## src/rtl/smg595_clock_scan.sv

```systemverilog
// BCD time-of-day clock driving a cascaded 74HC595 pair (segment byte + digit-select byte).
// Each frame shifts {seg, sel} MSB first over a 3-wire link, then pulses the storage clock.
module smg595_clock_scan #(
  parameter int unsigned MAX_CNT        = 50_000_000,
  parameter int unsigned SHIFT_DIV      = 4,
  parameter int unsigned DIGITS         = 6,
  parameter bit          HOUR_24        = 1'b1,
  parameter bit          SEG_ACTIVE_LOW = 1'b1,
  parameter bit          SEL_ACTIVE_LOW = 1'b1
) (
  input  logic       clk,
  input  logic       rst,
  input  logic       run,
  input  logic       set_en,
  input  logic [7:0] set_hh,
  input  logic [7:0] set_mm,
  input  logic [7:0] set_ss,
  output logic       ds_data,
  output logic       ds_shcp,
  output logic       ds_stcp,
  output logic       sec_tick
);

  localparam int unsigned PW = $clog2(MAX_CNT);
  localparam int unsigned DW = (SHIFT_DIV > 1) ? $clog2(SHIFT_DIV) : 1;

  typedef enum logic [1:0] {S_LOAD, S_SHIFT, S_LATCH} state_t;

  logic [PW-1:0] r_pre;
  logic          r_tick;
  logic [7:0]    r_hh, r_mm, r_ss;
  logic [7:0]    w_hh_inc, w_mm_inc, w_ss_inc;
  logic          w_tc, w_load, w_bcd_ok, w_hh_ok;

  state_t        r_state, w_state_n;
  logic [15:0]   r_frame;
  logic [3:0]    r_bit;
  logic [DW-1:0] r_div;
  logic          r_phase;
  logic [2:0]    r_dig;
  logic          w_div_end;
  logic [3:0]    w_nib;
  logic          w_blank;
  logic [7:0]    w_pat, w_seg, w_sel;
  logic [15:0]   w_frame;

  assign w_tc     = run && (r_pre == PW'(MAX_CNT - 1));
  assign w_bcd_ok = (set_hh[3:0] <= 4'd9) && (set_hh[7:4] <= 4'd9) &&
                    (set_mm[3:0] <= 4'd9) && (set_mm[7:4] <= 4'd9) &&
                    (set_ss[3:0] <= 4'd9) && (set_ss[7:4] <= 4'd9) &&
                    (set_mm <= 8'h59) && (set_ss <= 8'h59);
  assign w_hh_ok  = HOUR_24 ? (set_hh <= 8'h23) : ((set_hh != 8'h00) && (set_hh <= 8'h12));
  assign w_load   = set_en && w_bcd_ok && w_hh_ok;
  assign sec_tick = r_tick;

  // Full ripple of the BCD carry chain in one cycle.
  always_comb begin
    w_ss_inc = r_ss;
    w_mm_inc = r_mm;
    w_hh_inc = r_hh;
    if (r_ss[3:0] != 4'd9) begin
      w_ss_inc[3:0] = r_ss[3:0] + 4'd1;
    end else if (r_ss[7:4] != 4'd5) begin
      w_ss_inc = {r_ss[7:4] + 4'd1, 4'd0};
    end else begin
      w_ss_inc = '0;
      if (r_mm[3:0] != 4'd9) begin
        w_mm_inc[3:0] = r_mm[3:0] + 4'd1;
      end else if (r_mm[7:4] != 4'd5) begin
        w_mm_inc = {r_mm[7:4] + 4'd1, 4'd0};
      end else begin
        w_mm_inc = '0;
        if (HOUR_24 && (r_hh == 8'h23))        w_hh_inc = 8'h00;
        else if (!HOUR_24 && (r_hh == 8'h12))  w_hh_inc = 8'h01;
        else if (r_hh[3:0] == 4'd9)            w_hh_inc = {r_hh[7:4] + 4'd1, 4'd0};
        else                                   w_hh_inc[3:0] = r_hh[3:0] + 4'd1;
      end
    end
  end

  always_ff @(posedge clk or posedge rst) begin
    if (rst) begin
      r_pre  <= '0;
      r_tick <= 1'b0;
      r_hh   <= HOUR_24 ? 8'h00 : 8'h12;
      r_mm   <= '0;
      r_ss   <= '0;
    end else begin
      r_tick <= w_tc;
      if (w_load) begin
        r_pre <= '0;
        r_hh  <= set_hh;
        r_mm  <= set_mm;
        r_ss  <= set_ss;
      end else if (w_tc) begin
        r_pre <= '0;
        r_hh  <= w_hh_inc;
        r_mm  <= w_mm_inc;
        r_ss  <= w_ss_inc;
      end else if (run) begin
        r_pre <= r_pre + 1'b1;
      end
    end
  end

  always_comb begin
    w_nib   = 4'd0;
    w_blank = 1'b0;
    case (r_dig)
      3'd0:    w_nib = r_ss[3:0];
      3'd1:    w_nib = r_ss[7:4];
      3'd2:    w_nib = r_mm[3:0];
      3'd3:    w_nib = r_mm[7:4];
      3'd4:    w_nib = r_hh[3:0];
      3'd5:    w_nib = r_hh[7:4];
      default: w_blank = 1'b1;
    endcase
    case (w_nib)
      4'd0:    w_pat = 8'h3F;
      4'd1:    w_pat = 8'h06;
      4'd2:    w_pat = 8'h5B;
      4'd3:    w_pat = 8'h4F;
      4'd4:    w_pat = 8'h66;
      4'd5:    w_pat = 8'h6D;
      4'd6:    w_pat = 8'h7D;
      4'd7:    w_pat = 8'h07;
      4'd8:    w_pat = 8'h7F;
      4'd9:    w_pat = 8'h6F;
      default: w_pat = 8'h00;
    endcase
    w_seg = w_blank ? 8'h00 : {(r_dig == 3'd2) || (r_dig == 3'd4), w_pat[6:0]};
    w_sel = 8'd1 << r_dig;
    w_frame = {SEG_ACTIVE_LOW ? ~w_seg : w_seg, SEL_ACTIVE_LOW ? ~w_sel : w_sel};
  end

  assign w_div_end = (r_div == DW'(SHIFT_DIV - 1));

  always_ff @(posedge clk or posedge rst) begin
    if (rst) r_state <= S_LOAD;
    else     r_state <= w_state_n;
  end

  always_comb begin
    w_state_n = r_state;
    case (r_state)
      S_LOAD:  w_state_n = S_SHIFT;
      S_SHIFT: if (w_div_end && r_phase && (r_bit == 4'd0)) w_state_n = S_LATCH;
      S_LATCH: if (w_div_end) w_state_n = S_LOAD;
      default: w_state_n = S_LOAD;
    endcase
  end

  always_ff @(posedge clk or posedge rst) begin
    if (rst) begin
      r_frame <= '0;
      r_bit   <= 4'd15;
      r_div   <= '0;
      r_phase <= 1'b0;
      r_dig   <= '0;
    end else begin
      case (r_state)
        S_LOAD: begin
          r_frame <= w_frame;
          r_bit   <= 4'd15;
          r_div   <= '0;
          r_phase <= 1'b0;
        end
        S_SHIFT: begin
          if (w_div_end) begin
            r_div   <= '0;
            r_phase <= ~r_phase;
            if (r_phase) r_bit <= r_bit - 4'd1;
          end else begin
            r_div <= r_div + 1'b1;
          end
        end
        S_LATCH: begin
          if (w_div_end) begin
            r_div <= '0;
            r_dig <= (r_dig == 3'(DIGITS - 1)) ? 3'd0 : r_dig + 3'd1;
          end else begin
            r_div <= r_div + 1'b1;
          end
        end
        default: r_div <= '0;
      endcase
    end
  end

  always_comb begin
    ds_data = 1'b0;
    ds_shcp = 1'b0;
    ds_stcp = 1'b0;
    case (r_state)
      S_SHIFT: begin
        ds_data = r_frame[r_bit];
        ds_shcp = r_phase;
      end
      S_LATCH: ds_stcp = 1'b1;
      default: ;
    endcase
  end

endmodule

```

## config.mk

```make
export PLATFORM = sky130hd
export DESIGN_NAME = smg595_clock_scan
export DESIGN_NICKNAME = d
export VERILOG_FILES = /design/src/rtl/smg595_clock_scan.sv
export SDC_FILE = /design/constraint.sdc
export NUM_CORES = 1
export LEC_CHECK = 0
export BUFFER_PORTS_ARGS = -buffer_cell sky130_fd_sc_hd__buf_2
export CELL_PAD_IN_SITES_DETAIL_PLACEMENT = 0
export CELL_PAD_IN_SITES_GLOBAL_PLACEMENT = 1
export CORE_MARGIN = 5
export CORE_UTILIZATION = 49
export CTS_CLUSTER_DIAMETER = 120
export DETAILED_ROUTE_END_ITERATION = 6
export HOLD_SLACK_MARGIN = 0.12
export PLACE_DENSITY_LB_ADDON = 0.08
export RECOVER_POWER = 50
export SLEW_MARGIN = 15
export SYNTH_ARGS = -nofsm -noshare
export SYNTH_HDL_FRONTEND = slang
export SYNTH_SLANG_ARGS = --single-unit
```

## constraint.sdc

```tcl
create_clock -name clk -period 4.48 [get_ports clk]
set_input_delay 0.448 -clock clk [delete_from_list [all_inputs] [get_ports clk]]
set_output_delay 0.448 -clock clk [all_outputs]
set_load 0.05 [all_outputs]
```

==> Word level (Yosys, flattened, before mapping) <==
Memory sizes are Yosys's and may differ from the RTL's.
Cells that the tools add are included.
{ "classes": {"n_addsub": 10, "n_lt_le_gt_ge": 10, "n_eq_ne": 23, "shift": 1, "mux": 42, "bitwise": 3, "n_reduce_logical": 31} }
{ "ops": {"columns": ["cell", "n"], "rows": [
  ["$mux W8", 16],
  ["$mux W26", 3],
  ["$mux W4", 8],
  ["$add A26 B1 Y26 const B", 1],
  ["$eq A26 B26 Y1 const B", 1],
  ["$add A4 B1 Y4 const B", 6],
  ["$le A4 B4 Y1 const B", 6],
  ["$pmux W4 S6", 1],
  ["$le A8 B7 Y1 const B", 2],
  ["$ne A2 B2 Y1 const B", 8],
  ["$not A8 Y8", 2],
  ["$logic_and A1 B1 Y1", 12],
  ["$eq A8 B6 Y1 const B", 1],
  ["$le A8 B6 Y1 const B", 1],
  ["$mux W2", 4],
  ["$ne A4 B3 Y1 const B", 2],
  ["$ne A4 B4 Y1 const B", 2],
  ["$pmux W4 S2", 1],
  ["$reduce_and A2 Y1", 4],
  ["$shl A1 B3 Y8 const A", 1],
  ["$eq A3 B2 Y1 const B", 2],
  ["$eq A3 B3 Y1 const B", 2],
  ["$pmux W2 S3", 1],
  ["$reduce_and A3 Y1", 2],
  ["other kinds (24)", 31]
]} }
{ "totals": {"ff_bits": 79, "mem_bits_ro": 112, "input_bits": 28, "out_inout_bits": 4, "wordCells": 135, "mem_count": 1} }
{ "memory_table": {"columns": ["memory", "words", "word_bits", "rd", "rd_clocked_by_memory_dff", "write_ports", "line_no", "source"], "rows": [
  ["(no name shown)", 16, 7, 1, 0, 0, "118", "case (w_nib)"]
]} }

==> Depth between registers and ports, before layout <==
{ "logic_depth": {"depth_word": 12, "mapped_depth": 11, "depth_no_buf": 9} }

==> Least setup slack after synthesis <==
OpenSTA, ideal clock, no wires.
{ "synth_timing": {"path_kind": "flip-flop to output port", "from": "reg r_bit[0]", "to": "out ds_data", "t_arrival_ns": 2.566, "required_time_ns": 4.032, "path_slack_ns": 1.466, "stages_incl_launch_ff": 7, "path_buffers": 1, "cell_sequence": "dfstp_2 -> clkbuf_1 -> mux2i_1 -> or3_1 -> o311ai_0 -> a21oi_1 -> nor3b_1"} }
{ "synth_via": {"elab_chain_cells": 3} }
{ "synth_lines": {"columns": ["element", "line_no", "source"], "rows": [
  ["from (decl)", "37", "logic [3:0] r_bit;"],
  ["from (signal assigned)", "172", "if (r_phase) r_bit <= r_bit - 4'd1;"],
  ["$bmux W1 S4", "196", "ds_data = r_frame[r_bit];"],
  ["$mux W1 (not written as such)", "196", null],
  ["$mux W1", "194", "case (r_state)"],
  ["to (decl)", "18", "output logic ds_data,"]
]} }
No other way between the ends. The select of a mux whose other input is x is not followed.

==> Worst setup path after layout <==
{ "layout_timing": {"from": "reg r_state[1]", "to": "reg r_frame[8]"} }
{ "layout_via": {"elab_chain_cells": 1} }
{ "layout_lines": {"columns": ["element", "line_no", "source"], "rows": [
  ["from (decl)", "35", "state_t r_state, w_state_n;"],
  ["from (signal assigned)", "140", "else r_state <= w_state_n;"],
  ["$logic_not A2 Y1", "161", "case (r_state)"],
  ["to (signal assigned)", "163", "r_frame <= w_frame;"],
  ["to (decl)", "36", "logic [15:0] r_frame;"]
]} }
No other way between the ends.
A chain may end at the register's enable or synchronous reset.

==> results.sh <==
export IMPL_synthCells=551
export IMPL_final_setup_skew_ns=0.01240
export IMPL_ctsResizeCount=0
export IMPL_p_leak_nw=2.224
export IMPL_postPlaceCellArea_um2=5248
export IMPL_worstPathMaxFanout=30
export IMPL_dp_slack_ns=1.874
export IMPL_area_delta_synth_final_pct=9.320
export IMPL_required_ns=4.70
export IMPL_wire_per_inst_um=16.73
export IMPL_slowest_delay_ns=0.89
export IMPL_initial_core_util=0.4939
export IMPL_post_cts_buffers=0
export IMPL_grt_pass1_vias=3989
export IMPL_clock_sinks=79
export IMPL_fp_row_count=37
export IMPL_violations="capacitance limit, slew limit"
export IMPL_gp_congestion=0.8112
export IMPL_r2r_slack_ns=1.66
export IMPL_antenna_found_initial=0
export IMPL_synth_flop_cell="dfrtp_1"
export IMPL_root_buffer="clkbuf_8"
export IMPL_slowest_stage="clkbuf_1"
export IMPL_num_antenna_cells=0
export IMPL_final_max_slew_violation_count=53
export IMPL_via_per_inst=5.973
export IMPL_final_antenna_net_count=0
export IMPL_rr_startpoint="r_state[1]"
export IMPL_worstMarginPinSlew_ns=2.396
export IMPL_clk_pin_slew_ns=0.09
export IMPL_port_buffers=31
export IMPL_crit_start="r_state[1]"
export IMPL_clock_latency_ns=0.35
export IMPL_dp_hpwl_um=8475
export IMPL_cp_cell_sequence="inv_1 > ha_1 > clkbuf_1 > o21ai_0 > nor3_1 > a2bb2o_1 > o22ai_1"
export IMPL_maxSlewHeadroom=-0.6064
export IMPL_cap_violations=1
export IMPL_ios=32
export IMPL_rsz0062_at_grt="no"
export IMPL_finalHoldViolations=0
export IMPL_hold_buffers=0
export IMPL_arrival_ns=3.05
export IMPL_peakVddDrop_mv=0.1630
export IMPL_drtPass1Iterations=5
export IMPL_async_flop_share=1.000
export IMPL_vias=4235
export IMPL_grt_usage=0.1972
export IMPL_syn_nets=598
export IMPL_syn_area_um2=5007
export IMPL_fin_tns_setup_ns=0
export IMPL_fin_ws_ns=1.657
export IMPL_fin_area_um2=5474
export IMPL_worstRegToRegCells=7
export IMPL_wl_um=11870
export IMPL_htreeDepth=3
export IMPL_synth_distinct_cells=71
export IMPL_nets=615
export IMPL_layout_drive_gt1_share=0.1431
export IMPL_hold_slack_ns=0.3038
export IMPL_ys_seq_area_frac=0.3958
export IMPL_die_h_um=111.1
export IMPL_critPathKind="reg -> reg"
export IMPL_reg2reg_to="r_frame[8]"
export IMPL_cp_start_kind="flop"
export IMPL_fp_dieW_um=111.1
export IMPL_power_density_nw_per_um2=312.6
export IMPL_grt_ovfl_total=0
export IMPL_worst_path_stages=7
export IMPL_fp_coreArea_um2=10140
export IMPL_end_kind="flop"
export IMPL_syn_avg_cell_area_um2=9.088
export IMPL_drt_iter0_markers=378
export IMPL_status="finished, violations left"
export IMPL_critical_path_buf_inv_count=2
export IMPL_ys_seq_elements=79
export IMPL_grt_max_degree=53
export IMPL_hold_path_class="in -> reg"
export IMPL_drc=0
export IMPL_cts_tree="built"
export IMPL_cts_made_buffers=9
export IMPL_fmax_ghz=0.3542
export IMPL_synth_edf_count=0
export IMPL_period_share=0.6302
export IMPL_critPathTopFamily="buffers and inverters"
export IMPL_yosys_warnings=0
export IMPL_setup_violations=0
export IMPL_whs_path_depth=3
export IMPL_worstSetupEndpoint="r_frame[8]"
export IMPL_period_minus_slack_ns=2.823
export IMPL_grt_pass1_wl_um=20270
export IMPL_cts_path_max_buffers=2
export IMPL_die_area_um2=12340
[layout by cell type, fill, tap and decap left out, types with 4 or more instances in the layout]
master,instances
mux2i_1,17
nand2_1,42
nor3_1,13
or4_1,12
a22oi_1,6
dfstp_2,4
o21ai_0,35
or2_2,5
mux2_2,5
ha_1,19
clkbuf_8,10
buf_2,31
nor4_1,9
nor3b_1,5
or3_1,9
xor2_1,6
nand2b_1,8
nand4_1,16
nand3b_1,6
nor2b_1,5
inv_1,25
a21oi_1,37
a31oi_1,12
nor2_1,34
o31ai_1,11
dfrtp_1,75
xnor2_1,9
nand3_1,27
o22a_1,4
and2_1,5
[layout make-up]
| type | instances | area, um2 |
|---|---|---|
| fill | 948 | 4664 |
| multi-input combinational | 417 | 2811 |
| sequential | 79 | 1982 |
| timing repair buffer | 35 | 181.4 |
| tap | 136 | 170.2 |
| clock buffer | 10 | 137.6 |
| inverter | 26 | 98.84 |
| clock inverter | 6 | 92.59 |
[cell usage after synthesis (4+ instances only)]
cell / count / share of area
a21oi_1: 37 / 0.037
a22oi_1: 6 / 0.0090
a31oi_1: 12 / 0.015
and2_1: 6 / 0.0075
buf_2: 5 / 0.0050
clkbuf_1: 20 / 0.015
dfrtp_1: 75 / 0.37
dfstp_2: 4 / 0.021
ha_1: 19 / 0.047
inv_1: 26 / 0.019
mux2_2: 5 / 0.011
mux2i_1: 17 / 0.034
nand2_1: 42 / 0.031
nand2b_1: 8 / 0.010
nand3_1: 27 / 0.027
nand3b_1: 6 / 0.0090
nand4_1: 16 / 0.020
nor2_1: 35 / 0.026
nor2b_1: 5 / 0.0062
nor3_1: 13 / 0.013
nor3b_1: 5 / 0.0075
nor4_1: 9 / 0.011
o21ai_0: 35 / 0.035
o22a_1: 4 / 0.0070
o31ai_1: 11 / 0.016
or2_2: 5 / 0.0062
or3_1: 9 / 0.011
or4_1: 12 / 0.018
xnor2_1: 9 / 0.016
xor2_1: 6 / 0.010
[sequential cells by signal (all words and copies together) (netlist names)]
register and count:
r_pre 26, r_frame 16, r_hh 8, r_mm 8
r_ss 8, r_bit 4, r_dig 3, r_div 2
r_state 2, r_phase 1, sec_tick 1
[worst min-delay path by stage]
stage                         start  endpoint  slack [ns]
after floorplan            r_div[0]  r_div[0]        0.41
after global placement     r_div[0]  r_div[0]        0.42
after detailed placement   r_div[0]  r_div[0]        0.43
after CTS                       rst   r_phase        0.29
after global routing      set_ss[4]   r_ss[4]        0.28
final                     set_ss[0]   r_ss[0]        0.30
[layer usage]
layer  routed length, um  vias to the layer above  global-route usage
met1                6092                     2048              0.3039
li1                    -                     2076                   -
met4                  72                        0             0.03731
met3                 542                       10             0.03821
met5                   0                        -                   0
met2                5157                      101              0.2896
[through the flow]
step | util | std cells | power (W)
floorplan | - | 551 | 0.001031
global route | 0.5399 | 709 | 0.001810
global placement | 0.5176 | 693 | 0.001101
detailed placement | 0.5176 | 693 | 0.001108
finish | 0.5399 | 709 | 0.001711
CTS | 0.5403 | 709 | 0.001725
[worst min-delay path, delay by kind of cell]
family	cells	cell delay (ns)
buffers and inverters	1	0.08
and+or+nand+nor	1	0.04
AOI/OAI and AO/OA	1	0.05
[report_power, final]
group / internal [W] / total (W) / switching [W]
clock network: 0.000332 / 0.000614 / 0.000282
logic: 0.000110 / 0.000237 / 0.000128
registers: 0.000773 / 0.000859 / 0.0000866
[kinds of logic (layout without fill, tap and decap cells)]
| kind of cell | Yosys count | after routing | share of synthesized area |
|---|---|---|---|
| AOI/OAI and AO/OA | 137 | 137 | 0.1757 |
| buffers and inverters | 55 | 77 | 0.04323 |
| xor gates and xnor gates | 15 | 15 | 0.02624 |
| and+or+nand+nor | 221 | 221 | 0.2529 |
| muxes | 25 | 25 | 0.05872 |
| DFF | 79 | 79 | 0.3958 |
| adders and majority gates | 19 | 19 | 0.04748 |
Power figures use the tool's default switching activity.
